File: src/rtl/vga_scanout.sv
// rtl/vga_scanout.sv - video timing generator and pixel output stage
// Fetch coordinates lead the display outputs by LATENCY+1 cycles to cover the GPU plus the color register.
module vga_scanout #(
  parameter int   COORD_WIDTH = 10,
  parameter int   H_ACTIVE    = 640,
  parameter int   H_FRONT     = 16,
  parameter int   H_SYNC      = 96,
  parameter int   H_BACK      = 48,
  parameter int   V_ACTIVE    = 480,
  parameter int   V_FRONT     = 10,
  parameter int   V_SYNC      = 2,
  parameter int   V_BACK      = 33,
  parameter logic SYNC_POL    = 1'b0,
  parameter int   LATENCY     = 2
) (
  input  logic                   clk,
  input  logic                   reset,
  output logic [COORD_WIDTH-1:0] x_coord,
  output logic [COORD_WIDTH-1:0] y_coord,
  output logic                   copy_start,
  input  logic [15:0]            gpu_color,
  output logic                   hsync,
  output logic                   vsync,
  output logic                   de,
  output logic [4:0]             r,
  output logic [5:0]             g,
  output logic [4:0]             b
);

  localparam int H_TOTAL = H_ACTIVE + H_FRONT + H_SYNC + H_BACK;
  localparam int V_TOTAL = V_ACTIVE + V_FRONT + V_SYNC + V_BACK;
  localparam int HCW     = $clog2(H_TOTAL + 1);
  localparam int VCW     = $clog2(V_TOTAL + 1);

  localparam logic [HCW-1:0] H_LAST     = HCW'(H_TOTAL - 1);
  localparam logic [HCW-1:0] H_ACT      = HCW'(H_ACTIVE);
  localparam logic [HCW-1:0] HS_START   = HCW'(H_ACTIVE + H_FRONT);
  localparam logic [HCW-1:0] HS_END     = HCW'(H_ACTIVE + H_FRONT + H_SYNC);
  localparam logic [VCW-1:0] V_LAST     = VCW'(V_TOTAL - 1);
  localparam logic [VCW-1:0] V_ACT      = VCW'(V_ACTIVE);
  localparam logic [VCW-1:0] VS_START   = VCW'(V_ACTIVE + V_FRONT);
  localparam logic [VCW-1:0] VS_END     = VCW'(V_ACTIVE + V_FRONT + V_SYNC);

  logic [HCW-1:0]     h_cnt;
  logic [VCW-1:0]     v_cnt;
  logic               act;
  logic               hs;
  logic               vs;
  logic               reload;
  logic [LATENCY-1:0] act_d;
  logic [LATENCY-1:0] hs_d;
  logic [LATENCY-1:0] vs_d;

  always_ff @(posedge clk or negedge reset) begin
    if (!reset) begin
      h_cnt <= '0;
      v_cnt <= '0;
    end else if (h_cnt == H_LAST) begin
      h_cnt <= '0;
      v_cnt <= (v_cnt == V_LAST) ? '0 : v_cnt + VCW'(1);
    end else begin
      h_cnt <= h_cnt + HCW'(1);
    end
  end

  // The counters are the fetch registers; the coordinates are their truncated view.
  assign x_coord = COORD_WIDTH'(h_cnt);
  assign y_coord = COORD_WIDTH'(v_cnt);

  always_comb begin
    act    = (h_cnt < H_ACT) && (v_cnt < V_ACT);
    hs     = (h_cnt >= HS_START) && (h_cnt < HS_END);
    vs     = (v_cnt >= VS_START) && (v_cnt < VS_END);
    reload = (h_cnt == '0) && (v_cnt == V_ACT);
  end

  always_ff @(posedge clk or negedge reset) begin
    if (!reset) begin
      act_d <= '0;
      hs_d  <= '0;
      vs_d  <= '0;
    end else begin
      act_d[0] <= act;
      hs_d[0]  <= hs;
      vs_d[0]  <= vs;
      for (int i = 1; i < LATENCY; i++) begin
        act_d[i] <= act_d[i-1];
        hs_d[i]  <= hs_d[i-1];
        vs_d[i]  <= vs_d[i-1];
      end
    end
  end

  // Output register: captures the GPU color in the same cycle as the delayed timing flags.
  always_ff @(posedge clk or negedge reset) begin
    if (!reset) begin
      de         <= 1'b0;
      hsync      <= ~SYNC_POL;
      vsync      <= ~SYNC_POL;
      r          <= '0;
      g          <= '0;
      b          <= '0;
      copy_start <= 1'b0;
    end else begin
      de         <= act_d[LATENCY-1];
      hsync      <= hs_d[LATENCY-1] ? SYNC_POL : ~SYNC_POL;
      vsync      <= vs_d[LATENCY-1] ? SYNC_POL : ~SYNC_POL;
      r          <= act_d[LATENCY-1] ? gpu_color[15:11] : 5'd0;
      g          <= act_d[LATENCY-1] ? gpu_color[10:5]  : 6'd0;
      b          <= act_d[LATENCY-1] ? gpu_color[4:0]   : 5'd0;
      copy_start <= reload;
    end
  end

endmodule

File: config.mk
export PLATFORM = sky130hd
export DESIGN_NAME = vga_scanout
export DESIGN_NICKNAME = d
export VERILOG_FILES = /design/src/rtl/vga_scanout.sv
export SDC_FILE = /design/constraint.sdc
export NUM_CORES = 1
export LEC_CHECK = 0
export ABC_AREA = 1
export CAP_MARGIN = 25
export CORE_MARGIN = 2
export CORE_UTILIZATION = 35
export DETAILED_ROUTE_END_ITERATION = 10
export DONT_BUFFER_PORTS = 1
export GPL_ROUTABILITY_DRIVEN = 0
export SLEW_MARGIN = 20
export SYNTH_ARGS = -nofsm -noshare
export SYNTH_HDL_FRONTEND = slang
export SYNTH_SLANG_ARGS = --single-unit
File: constraint.sdc
create_clock -name clk -period 1.3 [get_ports clk]
set_input_delay 0.195 -clock clk [delete_from_list [all_inputs] [get_ports clk]]
set_output_delay 0.195 -clock clk [all_outputs]
set_load 0.02 [all_outputs]
# Word level (Yosys, flattened, before mapping)

Index checks and enable logic that the tools add are counted.
W data, S select, Z words.

Add/sub/neg operators: 2
Magnitude comparators: 6
Eq/ne operators: 3
Muxes and demuxes: 7
Reduce and logical (&&, ||, !) cells: 5

Operators by type and width:

| cell                    | number |
|---|---|
| $add A10 B1 Y10 const B | 2 |
| $eq A10 B10 Y1 const B  | 2 |
| $lt A10 B10 Y1 const B  | 2 |
| $lt A10 B9 Y1 const B   | 2 |
| $mux W10                | 2 |
| $eq A10 B9 Y1 const B   | 1 |
| $ge A10 B10 Y1 const B  | 1 |
| $ge A10 B9 Y1 const B   | 1 |
| $logic_not A10 Y1       | 1 |
| $mux W5                 | 2 |
| $mux W6                 | 1 |
| $logic_and A1 B1 Y1     | 4 |
| $mux W1                 | 2 |

Flip-flop bits (word level): 46
Input bits: 18
Logic and storage cells: 35

# Longest topological paths before layout

Gate-level depths: netlist of run 1.

Depth in word-level cells: 2
Depth in mapped cells: 9

# Worst setup path after synthesis of run 1

Ideal clock, no wire load.

Kind: register to register
Start: reg h_cnt[0], in the netlist x_coord[0]
End: reg v_cnt[9], in the netlist y_coord[9]
Arrival time: 1386 ps
Path slack: -204 ps
Stages on the path, launching flop included: 10
Path buffers: 1
Path through: dfrtp_1 > ha_1 > nand2_2 > nor2_4 > inv_2 > nor2_4 > buf_6 > nand3_1 > nand2_1 > nor2_1

Word-level cells in the longest chain between the ends: 1

Ends and longest elaborated chain:

| what                   | RTL line | RTL |
|---|---|---|
| start, declared        | 44       | `logic [HCW-1:0] h_cnt;` |
| start signal, assigned | 62       | `h_cnt <= h_cnt + HCW'(1);` |
| $eq A10 B10 Y1         | 58       | `end else if (h_cnt == H_LAST) begin` |
| end signal, assigned   | 60       | `v_cnt <= (v_cnt == V_LAST) ? '0 : v_cnt + VCW'(1);` |
| end, declared          | 45       | `logic [VCW-1:0] v_cnt;` |

No other way between the ends.
A chain may end at the register's enable or synchronous reset.

# Worst setup path in the final report of run 1

Start: reg v_cnt[1], in the netlist y_coord[1]
End: reg v_cnt[4], in the netlist y_coord[4]

Word-level cells in the longest chain between the ends: 2
Elaborated cells on any way between the ends: 3
Those cells by class: add/sub (1); eq/ne (1); mux (1)

Ends and longest elaborated chain:

| what                                                     | RTL line |
|---|---|
| $add A10 B1 Y10 / $eq A10 B10 Y1 (equally long branches) | 60 |
| $mux W10 (*)                                             | 60 |

Mark *: on every way between the ends. The rest lies on a longest branch, timed or not.

==> results of run 1 <==
## logic make-up (layout without fill, tap and decap cells)
family | Yosys count | in the layout
buffers and inverters | 54 | 117
AOI/OAI and AO/OA | 14 | 14
adders and majority gates | 4 | 4
DFF | 46 | 46
and+or+nand+nor | 112 | 112
xor gates and xnor gates | 5 | 5
## stage by stage
step	worst slack (ns)	total power, mW	std cells
2_1_floorplan	-0.0755	1.54	235
3_3_place_gp	-0.0440	1.55	337
3_5_place_dp	-0.119	1.55	337
4_1_cts	-0.00182	2.67	363
5_1_grt	-0.126	2.77	370
6_report	-0.00871	2.64	370
## worst max-delay path by stage
stage / endpoint / from / slack, ns
4_1_cts: y_coord[1] / y_coord[1] / -0.002
2_1_floorplan: y_coord[9] / x_coord[0] / -0.08
5_1_grt: y_coord[1] / y_coord[1] / -0.13
6_report: y_coord[4] / y_coord[1] / -0.009
3_5_place_dp: y_coord[1] / y_coord[0] / -0.12
3_3_place_gp: y_coord[1] / y_coord[1] / -0.04
## area by class of cell
cell class	instances	area share
clock inverter	2	0.0133
sequential	46	0.411
tap	72	0.0318
timing repair buffer	59	0.181
multi-input combinational	135	0.271
clock buffer	6	0.0256
inverter	50	0.0663
## power by group through the flow
stage | Sequential (mW) | Combinational (mW) | Clock (mW)
2_1_floorplan | 1.52 | 0.0181 | 0
3_3_place_gp | 1.53 | 0.0196 | 0
3_5_place_dp | 1.53 | 0.0213 | 0
4_1_cts | 1.50 | 0.0844 | 1.09
5_1_grt | 1.50 | 0.101 | 1.16
6_report | 1.50 | 0.0872 | 1.05
## routing by layer
metal / GRT usage / wire (um)
met4: 0.0441 / 74
met3: 0.0596 / 411
met5: 0 / 0
met2: 0.261 / 2210
met1: 0.178 / 1870
## critical path, stage by stage, from the launching register on
cell	delay (ns)
dfrtp_2	0.43
inv_2	0.09
ha_4	0.14
inv_2	0.03
nor2_2	0.06
nand4_1	0.21
nand4_1	0.18
nand2_1	0.06
## Yosys cell counts
| cell type | count |
|---|---|
| dfstp_2 | 2 |
| nand2_1 | 49 |
| a21oi_1 | 2 |
| xor2_1 | 5 |
| nand4_1 | 6 |
| inv_1 | 47 |
| nor2_1 | 26 |
| nor2_4 | 2 |
| dfrtp_1 | 44 |
| nand2_2 | 1 |
| nand4_2 | 1 |
| nor3_1 | 5 |
| a211oi_1 | 1 |
| nand3_1 | 19 |
| buf_6 | 1 |
| o21ai_0 | 10 |
| nor4_1 | 1 |
| buf_4 | 1 |
| ha_1 | 4 |
| clkbuf_1 | 2 |
| nor2_2 | 2 |
| inv_2 | 3 |
| a21oi_2 | 1 |
## registers in the layout, summed over array words and instances, names as in the netlist
signal and count:
g 6, vsync 1, b 5, vs_d 2
y_coord 10, copy_start 1, hs_d 2, hsync 1
x_coord 10, r 5, act_d 2, de 1
## layout by cell type (no fill, tap or decap)
| cell type | netlist | final |
|---|---|---|
| nand2_1 | 49 | 48 |
| inv_1 | 47 | 43 |
| buf_4 | 1 | 41 |
| dfrtp_1 | 44 | 37 |
| nor2_1 | 26 | 21 |
| nand3_1 | 19 | 16 |
| dlygate4sd3_1 | 0 | 12 |
| o21ai_1 | 0 | 8 |
| inv_2 | 3 | 7 |
| dfrtp_2 | 0 | 7 |
| nor2_2 | 2 | 6 |
| nand4_1 | 6 | 6 |
| xor2_1 | 5 | 5 |
| clkbuf_8 | 0 | 5 |
| buf_6 | 1 | 5 |
| nor3_2 | 0 | 3 |
| nor2_4 | 2 | 3 |
| nand3_2 | 0 | 3 |
| ha_4 | 0 | 3 |
| a21oi_1 | 2 | 2 |
| o21ai_0 | 10 | 2 |
| nor3_1 | 5 | 2 |
| dfstp_2 | 2 | 2 |
| nand2_4 | 0 | 1 |
| nand4_2 | 1 | 1 |
| a211oi_1 | 1 | 1 |
| nor4_2 | 0 | 1 |
| nand2_2 | 1 | 1 |
| a21oi_2 | 1 | 1 |
| ha_1 | 4 | 1 |
| clkinvlp_4 | 0 | 1 |
| bufinv_16 | 0 | 1 |
| clkbuf_1 | 2 | 1 |
| buf_16 | 0 | 1 |
## repair_timing
| item | in CTS | in global routing |
|---|---|---|
| pin swaps | 8 | 6 |
| gates resized for setup | 13 | 22 |
| endpoints found under the hold margin | 55 | 2 |
| setup endpoints to repair | 8 | 16 |
| hold buffers | 11 | 2 |
| buffers inserted | 7 | 5 |
==> results.json, run 1 <==
{
  "cellPowerDensity_mw_per_mm2": 931,
  "reg2reg_depth": 7,
  "die_area_mm2": 0.00645,
  "cts.sinks": 46,
  "cp.required_ns": 1.49,
  "areaGrowthSynthToFinish_pct": 38.9,
  "synth.distinct_cells": 23,
  "setup_viol": 3,
  "routedWlPerCell_um": 12.3,
  "period_minus_slack_ns": 1.31,
  "final.setup.tns_ns": -0.0103,
  "violations": "setup timing",
  "reg2reg_slack_ns": -0.009,
  "antenna_found_initial": 0,
  "grt_first_pass_wirelength_um": 7530,
  "cp_max_fo": 5,
  "num_rows": 27,
  "drt_iter0_markers": 73,
  "grt.overflow.total": 0,
  "finalCritPeriodShare": 1.01,
  "holdCritStartpoint": "gpu_color[12]",
  "port_buffers": 0,
  "regArea_mm2": 0.00116,
  "netlist_area_mm2": 0.00204,
  "ys_ff_latch": 46,
  "crit_type": "flop to flop",
  "final_area_mm2": 0.00283,
  "arrival_ns": 1.50,
  "ant_nets": 0,
  "switching_share": 0.215,
  "synth_xor_area_frac": 0.0215,
  "firstDrtPassIters": 4,
  "timing.rr.end": "y_coord[4]",
  "clock_skew_ns": 0.00477,
  "fmax_ghz": 0.764,
  "relSlewSlack": 0.678,
  "post-route-util": 0.508,
  "vias": 1697,
  "p_clk_frac": 0.399,
  "diodes": 0,
  "end_kind": "flop",
  "drive_gt1_frac": 0.312,
  "fillers": 518,
  "fp.dieW_um": 80.3,
  "setup_ws_ns": -0.00871,
  "synth_top_area_frac": 0.541,
  "drcViolationCount": 0,
  "p_comb_frac": 0.033,
  "placed_area_mm2": 0.00239,
  "numCtsBuffers": 5,
  "cp-start-kind": "flop",
  "worst_pin_slew_ns": 0.483,
  "synth_area_leader_cell": "dfrtp_1",
  "yosysSeqAreaShare": 0.566,
  "core_mm2": 0.00557,
  "nNetsFinal": 319,
  "whs_endpoint": "r[1]",
  "viasPerCell": 4.59,
  "synthMuxAreaShare": 0,
  "p_switching_uw": 566,
  "p_int_mw": 2.07,
  "initial_utilization": 0.365,
  "synth_top_family_by_area": "simple AND/OR/NAND/NOR gates",
  "grtUsageTotal": 0.153,
  "rsz0062_at_grt": "true",
  "yosys.area_share.simple": 0.245,
  "clock_latency_ns": 0.30,
  "status": "complete, but fails checks",
  "hold_slack_ns": 0.00590,
  "num_io_pins": 58,
  "pwr-share-seq": 0.568,
  "synthAdderAreaFrac": 0.0246,
  "synth-compound-area-share": 0.0375,
  "yosys_warnings": 0,
  "dp_hpwl_um": 3190,
  "hold_viol": 0,
  "grt_pass1_vias": 1654,
  "multi_input_area_um2": 768,
  "clockBufferDepth": 2,
  "max_cap_viol_count": 0,
  "syn_inst": 235,
  "r2r_start": "y_coord[1]",
  "hp-class": "primary input to flop",
  "avgSynthCellArea_um2": 8.67,
  "wl_um": 4570,
  "p_leak_nw": 1.44,
  "synthTopCellsByArea": "dfrtp_1 54%, nand2_1 9.0%, inv_1 8.7%",
  "clk_pin_slew_worst_paths_ns": 0.09,
  "cts_max_level": 2,
  "synth_nets": 257,
  "vdd_drop_max_mv": 0.650,
  "die_h_um": 80.3,
  "cts-root-buf": "clkbuf_8",
  "grt_max_degree": 47,
  "slew_viol_final": 0,
  "hold_path_depth": 2,
  "cts_tree": "done"
}
(Power assumes the default switching activity.)
==> run 2: changes to the inputs <==
Settings changed: BUFFER_PORTS_ARGS set to -buffer_cell sky130_fd_sc_hd__buf_2, DONT_BUFFER_PORTS 1 to not set.
==> results.json, run 2 (synthesis results as in run 1) <==
{
  "status": "complete, but fails checks",
  "violations": "setup timing",
  "worst_pin_slew_ns": 0.489,
  "numCtsBuffers": 5,
  "drt_iter0_markers": 69,
  "die_h_um": 80.3,
  "firstDrtPassIters": 4,
  "max_cap_viol_count": 0,
  "vias": 1778,
  "layout_common_cells": "55 x buf_2, 47 x nand2_1, 43 x inv_1",
  "hold_slack_ns": 0.0811,
  "holdCritStartpoint": "gpu_color[1]",
  "clock_skew_ns": 0.00642,
  "clock_latency_ns": 0.30,
  "grtUsageTotal": 0.155,
  "grt.overflow.total": 0,
  "use_met2": 0.250,
  "cts_tree": "done",
  "grt.met3_usage": 0.0494,
  "dp_hpwl_um": 3240,
  "grt_max_degree": 47,
  "nNetsFinal": 353,
  "wl_um": 4560,
  "reg2reg_slack_ns": -0.02,
  "cts-root-buf": "clkbuf_8",
  "num_rows": 27,
  "drcViolationCount": 0,
  "timing.rr.end": "y_coord[9]",
  "reg2reg_depth": 9,
  "use_met1": 0.199,
  "final_common_cell": "buf_2",
  "grt_pass1_vias": 1711,
  "viasPerCell": 4.40,
  "max_stage_delay_ns": 0.41,
  "r2r_start": "x_coord[0]",
  "cp.required_ns": 1.50,
  "crit_slowest_cell": "dfrtp_2",
  "final.setup.tns_ns": -0.0736,
  "period_minus_slack_ns": 1.32,
  "core_mm2": 0.00557,
  "grt_first_pass_wirelength_um": 7770,
  "cp_max_fo": 9,
  "hp-class": "primary input to flop",
  "hold_viol": 0,
  "diodes": 0,
  "p_leak_nw": 1.58,
  "cts.sinks": 46,
  "fmax_ghz": 0.759,
  "clk_pin_slew_worst_paths_ns": 0.09,
  "die_area_mm2": 0.00645,
  "slew_viol_final": 0,
  "cp_cell_sequence": "ha_4 > nand2_4 > nor2_4 > inv_2 > nor2_4 > buf_12 > nand3_2 > nand2_1 > nor2_1",
  "port_buffers": 57,
  "clockBufferDepth": 2,
  "cellPowerDensity_mw_per_mm2": 851,
  "initial_utilization": 0.365,
  "end_kind": "flop",
  "vdd_drop_max_mv": 0.359,
  "routedWlPerCell_um": 11.3,
  "rsz0062_at_grt": "true",
  "whs_endpoint": "b[1]",
  "crit_type": "flop to flop",
  "grt.busiest_layer": "met2",
  "cts_max_level": 2,
  "antenna_found_initial": 0,
  "setup_viol": 6,
  "areaGrowthSynthToFinish_pct": 42.8,
  "fp.dieW_um": 80.3,
  "setup_ws_ns": -0.0183,
  "arrival_ns": 1.51,
  "finalCritPeriodShare": 1.01,
  "num_io_pins": 58,
  "drive_gt1_frac": 0.413,
  "crit_path_frequent_cell": "nor2_4",
  "hold_path_depth": 3,
  "relSlewSlack": 0.674,
  "cp-start-kind": "flop",
  "ant_nets": 0
}
==> run 2: cell count changes in the layout (fill, tap and decap cells not counted), sizes merged <==
cell / previous run / this run
buf: 47 / 92
dlygate4sd3: 12 / 1
clkinv: 0 / 2
bufinv: 1 / 0
clkbuf: 6 / 5
==> run 2: area by class of cell <==
class	count	area, um^2
multi-input cells	135	759
flip-flops and latches	46	1160
clock inverters	3	21.3
well taps	72	90.1
repair buffers	93	618
inverters	50	190
clock buffers	5	68.8
fillers	558	2670
==> run 2: metrics by stage <==
step / power [mW] / cell area, um^2 / instances / setup WS, ns / util
after global placement: 1.63 / 2660 / 388 / -0.0629 / 0.477
final: 2.47 / 2910 / 404 / -0.0183 / 0.522
after CTS: 2.53 / 2830 / 400 / -0.0256 / 0.508
after global routing: 2.61 / 2910 / 404 / -0.129 / 0.522
after detailed placement: 1.63 / 2660 / 388 / -0.132 / 0.477
after floorplan: 1.54 / 2070 / 235 / -0.0755 / -
==> run 2: worst max-delay path, delay by kind of cell (launching register included) <==
| family | cells | cell delay (ns) |
|---|---|---|
| DFF | 1 | 0.41 |
| and+or+nand+nor | 6 | 0.45 |
| adders and majority gates | 1 | 0.16 |
| buffers and inverters | 2 | 0.20 |
==> run 2: how the worst max path moves through the flow <==
stage	start	slack, ns	end	cells after the start
3_3_place_gp	y_coord[1]	-0.06	y_coord[0]	7
3_5_place_dp	y_coord[1]	-0.13	y_coord[1]	7
5_1_grt	x_coord[1]	-0.13	y_coord[0]	8
4_1_cts	x_coord[1]	-0.03	copy_start	5
2_1_floorplan	x_coord[0]	-0.08	y_coord[9]	9
6_report	x_coord[0]	-0.02	y_coord[9]	9
==> run 2: timing repair <==
item | in CTS | in global routing
setup endpoints to repair | 8 | 21
cloned | 0 | 0
pin swaps | 8 | 5
hold endpoints to repair | 44 | 0
buffers inserted | 3 | 4
hold buffers | 1 | 0
gates resized for setup | 19 | 17
==> run 2: routing by layer <==
layer	vias up	wire, um
met3	4	355
met5	-	0
met2	62	2040
met1	804	2130
li1	908	-
met4	0	40
==> run 2: power breakdown <==
part,internal [mW],switching (mW),leakage [nW]
clock,0.378,0.497,0.0441
combinational,0.0521,0.0880,0.970
sequential,1.45,0.00516,0.562
